[config.mk]
export PLATFORM = sky130hd
export DESIGN_NAME = tmds_channel_rx_flat
export DESIGN_NICKNAME = d
export VERILOG_FILES = /design/src/rtl/tmds_pkg.sv /design/src/rtl/tmds_channel_rx_if.sv /design/src/rtl/tmds_symbol_decode.sv /design/src/rtl/tmds_channel_rx.sv /design/src/flat_wrapper.sv
export SDC_FILE = /design/constraint.sdc
export NUM_CORES = 1
export LEC_CHECK = 0
export ABC_AREA = 1
export ABC_CLOCK_PERIOD_IN_PS = 5600
export BUFFER_PORTS_ARGS = -buffer_cell sky130_fd_sc_hd__clkbuf_2
export CORE_UTILIZATION = 35
export CTS_BUF_LIST = sky130_fd_sc_hd__clkbuf_16
export DETAILED_ROUTE_END_ITERATION = 7
export SLEW_MARGIN = 20
export SYNTH_ARGS = -nofsm -noshare
export SYNTH_HDL_FRONTEND = slang
export SYNTH_SLANG_ARGS = --single-unit
[constraint.sdc]
create_clock -name pixelClock -period 5.6 [get_ports pixelClock]
set_clock_uncertainty 0.2 [all_clocks]
set_input_delay 1.12 -clock pixelClock [delete_from_list [all_inputs] [get_ports pixelClock]]
set_output_delay 1.12 -clock pixelClock [all_outputs]
set_load 0.01 [all_outputs]
[src/rtl/tmds_pkg.sv]
// tmds_pkg: shared TMDS receive constants, FSM state type and transition-count helper.
// Imported by the channel receiver and its symbol decoder.
package tmds_pkg;

    // Control tokens as they appear in rawWord[9:0]; bit 0 is the first bit on the wire.
    localparam logic [9:0] TOKEN_C0 = 10'b1101010100;
    localparam logic [9:0] TOKEN_C1 = 10'b0010101011;
    localparam logic [9:0] TOKEN_C2 = 10'b0101010100;
    localparam logic [9:0] TOKEN_C3 = 10'b1010101011;

    // Non-token words with at least this many adjacent-bit transitions are illegal.
    localparam logic [3:0] ILLEGAL_TRANSITIONS = 4'd6;

    typedef enum logic [1:0] {
        ST_SEARCH    = 2'd0,
        ST_SLIP_WAIT = 2'd1,
        ST_LOCKED    = 2'd2
    } rx_state_t;

    function automatic logic [3:0] transition_count(input logic [9:0] w);
        logic [3:0] n;
        n = '0;
        for (int i = 0; i < 9; i++) begin
            n = n + {3'b000, w[i+1] ^ w[i]};
        end
        return n;
    endfunction

endpackage

[src/rtl/tmds_channel_rx_if.sv]
// tmds_channel_rx_if: deserializer-side word input and decoded symbol output of one TMDS channel.
// rawValid qualifies rawWord for one cycle; there is no backpressure, every valid word is consumed.
interface tmds_channel_rx_if;

    logic [9:0] rawWord;
    logic       rawValid;
    logic       bitSlip;
    logic [7:0] dataByte;
    logic [1:0] ctrlBits;
    logic       dataEnable;
    logic       ctrlValid;
    logic       locked;
    logic       symbolError;

    modport master (
        output rawWord,
        output rawValid,
        input  bitSlip,
        input  dataByte,
        input  ctrlBits,
        input  dataEnable,
        input  ctrlValid,
        input  locked,
        input  symbolError
    );

    modport slave (
        input  rawWord,
        input  rawValid,
        output bitSlip,
        output dataByte,
        output ctrlBits,
        output dataEnable,
        output ctrlValid,
        output locked,
        output symbolError
    );

endinterface

[src/rtl/tmds_symbol_decode.sv]
// tmds_symbol_decode: combinational classification of one 10-bit TMDS word into
// control token, data byte and illegal-word flag.
module tmds_symbol_decode
    import tmds_pkg::*;
(
    input  logic [9:0] word_i,
    output logic       is_token_o,
    output logic [1:0] ctrl_o,
    output logic [7:0] data_o,
    output logic       illegal_o
);

    logic [7:0] q_fix;
    logic [3:0] trans;

    always_comb begin
        is_token_o = 1'b1;
        ctrl_o     = 2'b00;
        case (word_i)
            TOKEN_C0: ctrl_o = 2'b00;
            TOKEN_C1: ctrl_o = 2'b01;
            TOKEN_C2: ctrl_o = 2'b10;
            TOKEN_C3: ctrl_o = 2'b11;
            default:  is_token_o = 1'b0;
        endcase
    end

    // q[9] marks an inverted payload; q[8] selects XOR versus XNOR chaining.
    always_comb begin
        q_fix     = word_i[9] ? ~word_i[7:0] : word_i[7:0];
        data_o    = '0;
        data_o[0] = q_fix[0];
        for (int i = 1; i < 8; i++) begin
            data_o[i] = word_i[8] ? (q_fix[i] ^ q_fix[i-1]) : ~(q_fix[i] ^ q_fix[i-1]);
        end
    end

    assign trans     = transition_count(word_i);
    assign illegal_o = !is_token_o && (trans >= ILLEGAL_TRANSITIONS);

endmodule

[src/rtl/tmds_channel_rx.sv]
// tmds_channel_rx: TMDS word aligner (bit-slip search) and symbol decoder for one channel.
// Build option TMDS_RX_ERR_UNLOCK_EN: drop lock after ERR_LIMIT symbol errors without a token.
module tmds_channel_rx
    import tmds_pkg::*;
#(
    parameter int unsigned LOCK_COUNT    = 64,
    parameter int unsigned SEARCH_WINDOW = 2048,
    parameter int unsigned SLIP_SETTLE   = 8,
    parameter int unsigned LOSS_WINDOW   = 4096
`ifdef TMDS_RX_ERR_UNLOCK_EN
    ,
    parameter int unsigned ERR_LIMIT     = 4
`endif
) (
    input  logic                    pixelClock,
    input  logic                    reset,
    tmds_channel_rx_if.slave        bus,
    output rx_state_t               dbg_state_o
);

    localparam int unsigned GAP_SPAN = (SEARCH_WINDOW > LOSS_WINDOW) ? SEARCH_WINDOW : LOSS_WINDOW;
    localparam int unsigned RUN_W    = $clog2(LOCK_COUNT + 1);
    localparam int unsigned GAP_W    = $clog2(GAP_SPAN + 1);
    localparam int unsigned SET_W    = $clog2(SLIP_SETTLE + 1);

    localparam logic [RUN_W-1:0] RUN_MAX     = RUN_W'(LOCK_COUNT);
    localparam logic [GAP_W-1:0] SEARCH_MAX  = GAP_W'(SEARCH_WINDOW);
    localparam logic [GAP_W-1:0] LOSS_MAX    = GAP_W'(LOSS_WINDOW);
    localparam logic [SET_W-1:0] SETTLE_LAST = SET_W'(SLIP_SETTLE - 1);

    logic       is_token;
    logic       illegal;
    logic [1:0] ctrl_code;
    logic [7:0] data_byte;

    tmds_symbol_decode u_decode (
        .word_i     (bus.rawWord),
        .is_token_o (is_token),
        .ctrl_o     (ctrl_code),
        .data_o     (data_byte),
        .illegal_o  (illegal)
    );

    rx_state_t        state_q;
    logic [RUN_W-1:0] run_q;
    logic [RUN_W-1:0] run_d;
    logic [GAP_W-1:0] gap_q;
    logic [GAP_W-1:0] gap_d;
    logic [SET_W-1:0] settle_q;
    logic [SET_W-1:0] settle_d;
    logic             bit_slip_q;
    logic             data_en_q;
    logic             ctrl_valid_q;
    logic             sym_err_q;
    logic [7:0]       data_byte_q;
    logic [1:0]       ctrl_bits_q;
    logic             lose_lock;

`ifdef TMDS_RX_ERR_UNLOCK_EN
    localparam int unsigned      ERR_W   = $clog2(ERR_LIMIT + 1);
    localparam logic [ERR_W-1:0] ERR_MAX = ERR_W'(ERR_LIMIT);

    logic [ERR_W-1:0] err_q;
    logic [ERR_W-1:0] err_d;
`endif

    // Counters saturate instead of wrapping; lose_lock is only consulted for non-token words.
    always_comb begin
        run_d    = (run_q == '1) ? run_q : run_q + 1'b1;
        gap_d    = (gap_q == '1) ? gap_q : gap_q + 1'b1;
        settle_d = settle_q + 1'b1;
`ifdef TMDS_RX_ERR_UNLOCK_EN
        err_d     = !illegal ? err_q : ((err_q == '1) ? err_q : err_q + 1'b1);
        lose_lock = (gap_d == LOSS_MAX) || (illegal && (err_d == ERR_MAX));
`else
        lose_lock = (gap_d == LOSS_MAX);
`endif
    end

    always_ff @(posedge pixelClock) begin
        if (reset) begin
            state_q      <= ST_SEARCH;
            run_q        <= '0;
            gap_q        <= '0;
            settle_q     <= '0;
            bit_slip_q   <= 1'b0;
            data_en_q    <= 1'b0;
            ctrl_valid_q <= 1'b0;
            sym_err_q    <= 1'b0;
            data_byte_q  <= '0;
            ctrl_bits_q  <= '0;
`ifdef TMDS_RX_ERR_UNLOCK_EN
            err_q        <= '0;
`endif
        end else begin
            bit_slip_q   <= 1'b0;
            data_en_q    <= 1'b0;
            ctrl_valid_q <= 1'b0;
            sym_err_q    <= 1'b0;
            case (state_q)
                ST_SEARCH: begin
                    if (bus.rawValid) begin
                        if (is_token) begin
                            gap_q <= '0;
                            // The token that completes the run is already emitted as a control symbol.
                            if (run_d == RUN_MAX) begin
                                state_q      <= ST_LOCKED;
                                run_q        <= '0;
                                ctrl_valid_q <= 1'b1;
                                ctrl_bits_q  <= ctrl_code;
                            end else begin
                                run_q <= run_d;
                            end
                        end else begin
                            run_q <= '0;
                            if (gap_d == SEARCH_MAX) begin
                                state_q    <= ST_SLIP_WAIT;
                                gap_q      <= '0;
                                bit_slip_q <= 1'b1;
                            end else begin
                                gap_q <= gap_d;
                            end
                        end
                    end
                end
                ST_SLIP_WAIT: begin
                    // Deserializer output is untrustworthy while it realigns, so time in cycles.
                    if (settle_q == SETTLE_LAST) begin
                        state_q  <= ST_SEARCH;
                        settle_q <= '0;
                    end else begin
                        settle_q <= settle_d;
                    end
                end
                ST_LOCKED: begin
                    if (bus.rawValid) begin
                        if (is_token) begin
                            gap_q        <= '0;
                            ctrl_valid_q <= 1'b1;
                            ctrl_bits_q  <= ctrl_code;
`ifdef TMDS_RX_ERR_UNLOCK_EN
                            err_q        <= '0;
`endif
                        end else begin
                            sym_err_q <= illegal;
                            if (lose_lock) begin
                                state_q <= ST_SEARCH;
                                gap_q   <= '0;
`ifdef TMDS_RX_ERR_UNLOCK_EN
                                err_q   <= '0;
`endif
                            end else begin
                                gap_q       <= gap_d;
                                data_en_q   <= 1'b1;
                                data_byte_q <= data_byte;
`ifdef TMDS_RX_ERR_UNLOCK_EN
                                err_q       <= err_d;
`endif
                            end
                        end
                    end
                end
                default: begin
                    state_q <= ST_SEARCH;
                end
            endcase
        end
    end

    assign bus.bitSlip     = bit_slip_q;
    assign bus.dataByte    = data_byte_q;
    assign bus.ctrlBits    = ctrl_bits_q;
    assign bus.dataEnable  = data_en_q;
    assign bus.ctrlValid   = ctrl_valid_q;
    assign bus.locked      = (state_q == ST_LOCKED);
    assign bus.symbolError = sym_err_q;
    assign dbg_state_o     = state_q;

endmodule

[src/flat_wrapper.sv]
// flat-port wrapper written by rule: the top's interface ports become plain ports
module tmds_channel_rx_flat import tmds_pkg::*;
#(
    parameter int unsigned LOCK_COUNT    = 64,
    parameter int unsigned SEARCH_WINDOW = 2048,
    parameter int unsigned SLIP_SETTLE   = 8,
    parameter int unsigned LOSS_WINDOW   = 4096

)
  (pixelClock, reset, dbg_state_o, bus_rawWord, bus_rawValid, bus_bitSlip, bus_dataByte, bus_ctrlBits, bus_dataEnable, bus_ctrlValid, bus_locked, bus_symbolError);
  tmds_channel_rx_if bus_i ();
  input  logic pixelClock;
  input  logic reset;
  output rx_state_t dbg_state_o;
  input wire logic [$bits(bus_i.rawWord)-1:0] bus_rawWord;
  input wire logic [$bits(bus_i.rawValid)-1:0] bus_rawValid;
  output wire logic [$bits(bus_i.bitSlip)-1:0] bus_bitSlip;
  output wire logic [$bits(bus_i.dataByte)-1:0] bus_dataByte;
  output wire logic [$bits(bus_i.ctrlBits)-1:0] bus_ctrlBits;
  output wire logic [$bits(bus_i.dataEnable)-1:0] bus_dataEnable;
  output wire logic [$bits(bus_i.ctrlValid)-1:0] bus_ctrlValid;
  output wire logic [$bits(bus_i.locked)-1:0] bus_locked;
  output wire logic [$bits(bus_i.symbolError)-1:0] bus_symbolError;
  assign bus_i.rawWord = bus_rawWord;
  assign bus_i.rawValid = bus_rawValid;
  assign bus_bitSlip = bus_i.bitSlip;
  assign bus_dataByte = bus_i.dataByte;
  assign bus_ctrlBits = bus_i.ctrlBits;
  assign bus_dataEnable = bus_i.dataEnable;
  assign bus_ctrlValid = bus_i.ctrlValid;
  assign bus_locked = bus_i.locked;
  assign bus_symbolError = bus_i.symbolError;
  tmds_channel_rx #(.LOCK_COUNT(LOCK_COUNT), .SEARCH_WINDOW(SEARCH_WINDOW), .SLIP_SETTLE(SLIP_SETTLE), .LOSS_WINDOW(LOSS_WINDOW)) u_core (.pixelClock(pixelClock), .reset(reset), .bus(bus_i), .dbg_state_o(dbg_state_o));
endmodule
# Word-level counts from Yosys, hierarchy flattened

Cells that the tools add are included.

Bits in registers: 40
Output and inout bits: 17
Word-level logic and storage cells: 130
Input port bits: 13

Equal/unequal tests: 22
Bitwise gates (word level): 29
$lt $le $gt $ge: 1
Muxes and demuxes: 45
Add/subtract/negate cells: 11
Reduce and logical (&&, ||, !) cells: 12

Operator list:

| operator                | number |
|---|---|
| $mux W13                | 7 |
| $eq A13 B13 Y1 const B  | 2 |
| $mux W2                 | 13 |
| $pmux W13 S2            | 1 |
| $mux W7                 | 3 |
| $add A4 B1 Y4           | 5 |
| $eq A10 B10 Y1 const B  | 2 |
| $xor A1 B1 Y1           | 16 |
| $mux W1                 | 15 |
| $eq A7 B7 Y1 const B    | 2 |
| $add A13 B1 Y13 const B | 1 |
| $eq A13 B12 Y1 const B  | 1 |
| $not A1 Y1              | 12 |
| $pmux W2 S3             | 2 |
| $reduce_or A4 Y1        | 3 |
| $eq A10 B8 Y1 const B   | 1 |
| $eq A10 B9 Y1 const B   | 1 |
| $mux W8                 | 1 |
| $ne A2 B1 Y1 const B    | 4 |
| $ne A2 B2 Y1 const B    | 4 |
| $not A8 Y8              | 1 |
| $add A7 B1 Y7 const B   | 1 |
| $reduce_and A7 Y1       | 1 |
| $ne A3 B2 Y1 const B    | 2 |
| other kinds (19)        | 19 |

# Logic depth before layout (Yosys ltp)

Depth after elaboration: 11
Gate-level depth with buffers: 16
Depth with buffers taken out: 16

# Hierarchy

Synthesis repeated with hierarchy kept, for this count alone.

Cell total of the unflattened synthesis: 424
Area, all modules: 2976.6 µm²

By module, submodules not included:

| module             | times used | cells each | sequential area each (µm²) | area an instance (µm²) |
|---|---|---|---|---|
| tmds_channel_rx    | 1          | 341        | 800.8                      | 2349.8 |
| tmds_symbol_decode | 1          | 83         | 0.0                        | 626.9 |

# Least setup slack after synthesis

Ideal clock, no wire load.

Path kind: input-to-reg
Start: input bus_rawWord[8]
End: register u_core.sym_err_q, in the netlist u_core.bus.symbolError
Stages: 15
Arrival: 4.584 ns
Buffers on the path: 0
Setup time: 0.064 ns
Path slack: 0.752 ns
Required time: 5.336 ns
Path through: clkinv_1 ha_1 inv_1 fa_1 inv_1 fa_1 inv_1 fa_1 inv_1 fa_1 inv_1 fa_1 o21ai_0 nand3_1 nor2_1

Longest elaborated chain between the ends: 5
Elaborated cells on any way between the ends: 14
Classes of those cells: add/sub (2); order compare (1); eq/ne (4); mux (1); bitwise (2); reduce/logical (4)

RTL lines:

| element                                           | RTL line                                 | RTL |
|---|---|---|
| from (decl)                                       | flat_wrapper.sv:15                       | `input wire logic [$bits(bus_i.rawWord)-1:0] bus_rawWord;` |
| $xor A1 B1 Y1 (tied with other cells)             | tmds_pkg.sv:24                           | `n = n + {3'b000, w[i+1] ^ w[i]};` |
| $add A4 B1 Y4 or $reduce_or A4 Y1 (tied branches) | -                                        |  |
| $add A4 B1 Y4 or $mux W1 (tied branches)          | tmds_pkg.sv:24, tmds_symbol_decode.sv:19 |  |
| $ge A4 B3 Y1 or $logic_not A1 Y1 (tied branches)  | tmds_symbol_decode.sv:39                 | `assign illegal_o = !is_token_o && (trans >= ILLEGAL_TRANSITIONS);` |
| $logic_and A1 B1 Y1                               | tmds_symbol_decode.sv:39                 |  |
| to (signal assigned)                              | tmds_channel_rx.sv:145                   | `sym_err_q <= illegal;` |
| to (decl)                                         | tmds_channel_rx.sv:54                    | `logic sym_err_q;` |

Several ways; a longest one is shown, not always the timed one.
A chain may end at the register's enable or synchronous reset.

# Worst setup path in the final report

Ends and elaborated chain as after synthesis.

==> results.sh <==
export IMPL_worst_hold_path_type="reg -> reg"
export IMPL_postRouteWirelength_mm=6.57
export IMPL_endpoint_kind="flop"
export IMPL_cp_required_ns=5.62
export IMPL_place_congestion=0.803
export IMPL_htreeDepth=2
export IMPL_holdPathStages=2
export IMPL_clk_pin_slew_ns=0.06
export IMPL_slowest_stage="fa_1"
export IMPL_crit_chain="clkbuf_2 -> clkinv_1 -> ha_1 -> inv_1 -> fa_1 -> inv_1 -> fa_1 -> inv_1 -> fa_1 -> inv_1 -> fa_1 -> inv_1 -> fa_1 -> o21ai_0 -> nand3_1 -> nor2_1"
export IMPL_grt_max_degree=29
export IMPL_hold_buffers=0
export IMPL_cts_sinks=40
export IMPL_gr_total_overflow=0
export IMPL_rsz0062_at_grt="no"
export IMPL_place_hpwl_mm=5.03
export IMPL_ys_seq_area_share_pct=27.6
export IMPL_drt_iter0_drc=131
export IMPL_die_w_um=93.0
export IMPL_ir_worst_vdd_mv=0.109
export IMPL_period_needed_ns=4.77
export IMPL_synth_area_leader_cell="dfxtp_1"
export IMPL_grtUsageTotal_pct=16.2
export IMPL_ctsLongestPathBuffers=2
export IMPL_yosysWarnings=0
export IMPL_final_layout_size_suffix_gt1_share_pct=14.7
export IMPL_dr_pass1_iters=4
export IMPL_setup_viol=0
export IMPL_utilization_pct=42.0
export IMPL_grt_use_met2_pct=26.8
export IMPL_grt_pass1_wl_mm=11.3
export IMPL_avgSynthCellArea_sq_um=6.69
export IMPL_synth_area_sq_um=2900
export IMPL_antenna_left=0
export IMPL_synthMuxAreaShare_pct=0
export IMPL_ys_ff_latch=40
export IMPL_power_leakage_nw=1.56
export IMPL_drc=0
export IMPL_cts_resized=0
export IMPL_fin_crit_sh_pct=85.1
export IMPL_hold_viol_final=0
export IMPL_vias_per_cell=4.75
export IMPL_slew_headroom_pct=57.1
export IMPL_drv_slew=0
export IMPL_first_global_vias=2450
export IMPL_synthSimpleGateAreaFrac_pct=36.8
export IMPL_yosysTopAreaCellShare_pct=27.6
export IMPL_fin_nets=498
export IMPL_start_kind="input pin"
export IMPL_path_class="in -> reg"
export IMPL_pre_cts_slack_ns=0.526
export IMPL_met1_usage_pct=21.3
export IMPL_power_density_nw_per_um2=237
export IMPL_pin_count=30
export IMPL_total_power_mw=0.782
export IMPL_numCtsBuffers=5
export IMPL_path_max_fanout=6
export IMPL_critPathMaxStageDelay_ns=0.53
export IMPL_initial_core_util_pct=36.9
export IMPL_die_h_um=93.0
export IMPL_worstMarginPinSlew_ns=0.644
export IMPL_synthAdderAreaFrac_pct=10.8
export IMPL_diodes=0
export IMPL_tns_ns=0
export IMPL_syn_to_final_growth_pct=13.8
export IMPL_synth_distinct_cells=32
export IMPL_synth_nets=468
export IMPL_yosys_top_cells_area="dfxtp_1, nand2_1, inv_1, ha_1, nor2_1"
export IMPL_root_buffer="clkbuf_16"
export IMPL_core_area_sq_um=7850
export IMPL_r2r_slack_ns=2.93
export IMPL_whs_ns=0.269
export IMPL_grt_util_met3_pct=2.85
export IMPL_worst_r2r_cell_count=11
export IMPL_status="finished clean"
export IMPL_cts_tree="built"
export IMPL_gr_max_usage_layer="met2"
export IMPL_cp_arrival_ns=4.78
export IMPL_clk_latency_ns=0.28
export IMPL_postCtsSetupBuffers=0
export IMPL_cap_violations=0
export IMPL_antenna_found_initial=0
export IMPL_r2r_end="u_core.gap_q[12]"
export IMPL_hold_start="u_core.bus.dataByte[2]"
export IMPL_fp_row_count=32
export IMPL_synth_cells=433
export IMPL_wl_per_cell_um=11.6
export IMPL_setup_slack_ns=0.835
export IMPL_synthXorXnorAreaFrac_pct=6.35
export IMPL_numPortBuffers=29
export IMPL_fmax_mhz=210
export IMPL_synth_compound_area_share_pct=8.90
export IMPL_dr_total_vias=2687
export IMPL_dieArea_sq_um=8640
export IMPL_reg2reg_from="u_core.gap_q[0]"
export IMPL_hold_end="u_core.bus.dataByte[2]"
export IMPL_synth_top_family_by_area="simple AND/OR/NAND/NOR gates"
[routing by layer]
layer / up-vias / share of wire [%]
li1: 1426 / -
met1: 1208 / 48
met2: 44 / 46
met3: 9 / 4.1
met4: 0 / 1.4
met5: - / 0
[placed cells by master (no fill, tap or decap), drive strengths merged]
master	n
ha	17
o211ai	2
buf	2
xor2	14
or2	2
o21ai	12
nand3	33
clkbuf	34
clkinvlp	2
fa	5
xnor2	7
nand3b	3
nand4	11
a211oi	2
inv	63
nor2	58
dfxtp	40
a21oi	32
nor3	6
nand2	117
clkinv	2
[area by class of cell]
| cell class | count | area [sq um] |
|---|---|---|
| inverters | 64 | 243 |
| fillers | 871 | 4550 |
| clock inverters | 3 | 18.8 |
| repair buffers | 31 | 160 |
| clock buffers | 5 | 125 |
| well taps | 102 | 128 |
| flip-flops and latches | 40 | 801 |
| multi-input cells | 321 | 1820 |
[metrics by stage]
stage	area, sq um	std cells
global placement	3150	558
global route	3300	566
detailed placement	3150	558
floorplan	2900	433
CTS	3300	566
finish	3300	566
[report_power, final]
group / switching [mW] / internal, mW / leakage (nW)
registers: 0.0120 / 0.295 / 0.323
clock network: 0.121 / 0.164 / 0.0635
logic: 0.120 / 0.0701 / 1.18
[registers in the layout (all words and copies together) (netlist names)]
| signal | cells |
|---|---|
| u_core.settle_q | 4 |
| u_core.bus.dataEnable | 1 |
| u_core.gap_q | 13 |
| u_core.bus.symbolError | 1 |
| u_core.bus.bitSlip | 1 |
| u_core.bus.dataByte | 8 |
| u_core.run_q | 7 |
| u_core.bus.ctrlValid | 1 |
| u_core.dbg_state_o | 2 |
| u_core.bus.ctrlBits | 2 |
[worst max-delay path by stage]
stage                   startpoint                      to  slack (ns)  cells after the start
floorplan           bus_rawWord[8]  u_core.bus.symbolError        0.75                     15
global placement    bus_rawWord[8]  u_core.bus.symbolError        0.61                     16
detailed placement  bus_rawWord[8]  u_core.bus.symbolError        0.53                     16
CTS                 bus_rawWord[8]  u_core.bus.symbolError        0.81                     16
global route        bus_rawWord[8]  u_core.bus.symbolError        0.59                     16
finish              bus_rawWord[8]  u_core.bus.symbolError        0.83                     16
[worst max-delay path: cells and delay by family]
family	cells	cell delay, ns
adders and majority gates	6	2.71
AOI/OAI and AO/OA	1	0.17
and+or+nand+nor	2	0.23
buffers and inverters	7	0.56
[kinds of logic after synthesis]
| family | count (synthesis) |
|---|---|
| AO/OA/AOI/OAI | 48 |
| AND/OR/NAND/NOR | 230 |
| flip-flops | 40 |
| buffers and inverters | 72 |
| adder cells (fa/ha/maj) | 22 |
| XOR/XNOR | 21 |
[cells in the mapped netlist, drive strengths merged]
cell / instances
or2: 2
buf: 1
a211oi: 2
o211ai: 2
inv: 63
nand2: 117
clkbuf: 7
nor3: 6
nand3: 33
o21ai: 12
nand3b: 3
xor2: 14
ha: 17
xnor2: 7
dfxtp: 40
clkinv: 1
nor2: 58
nand4: 11
fa: 5
a21oi: 32
Note: power is estimated with default switching activity, not from simulation.
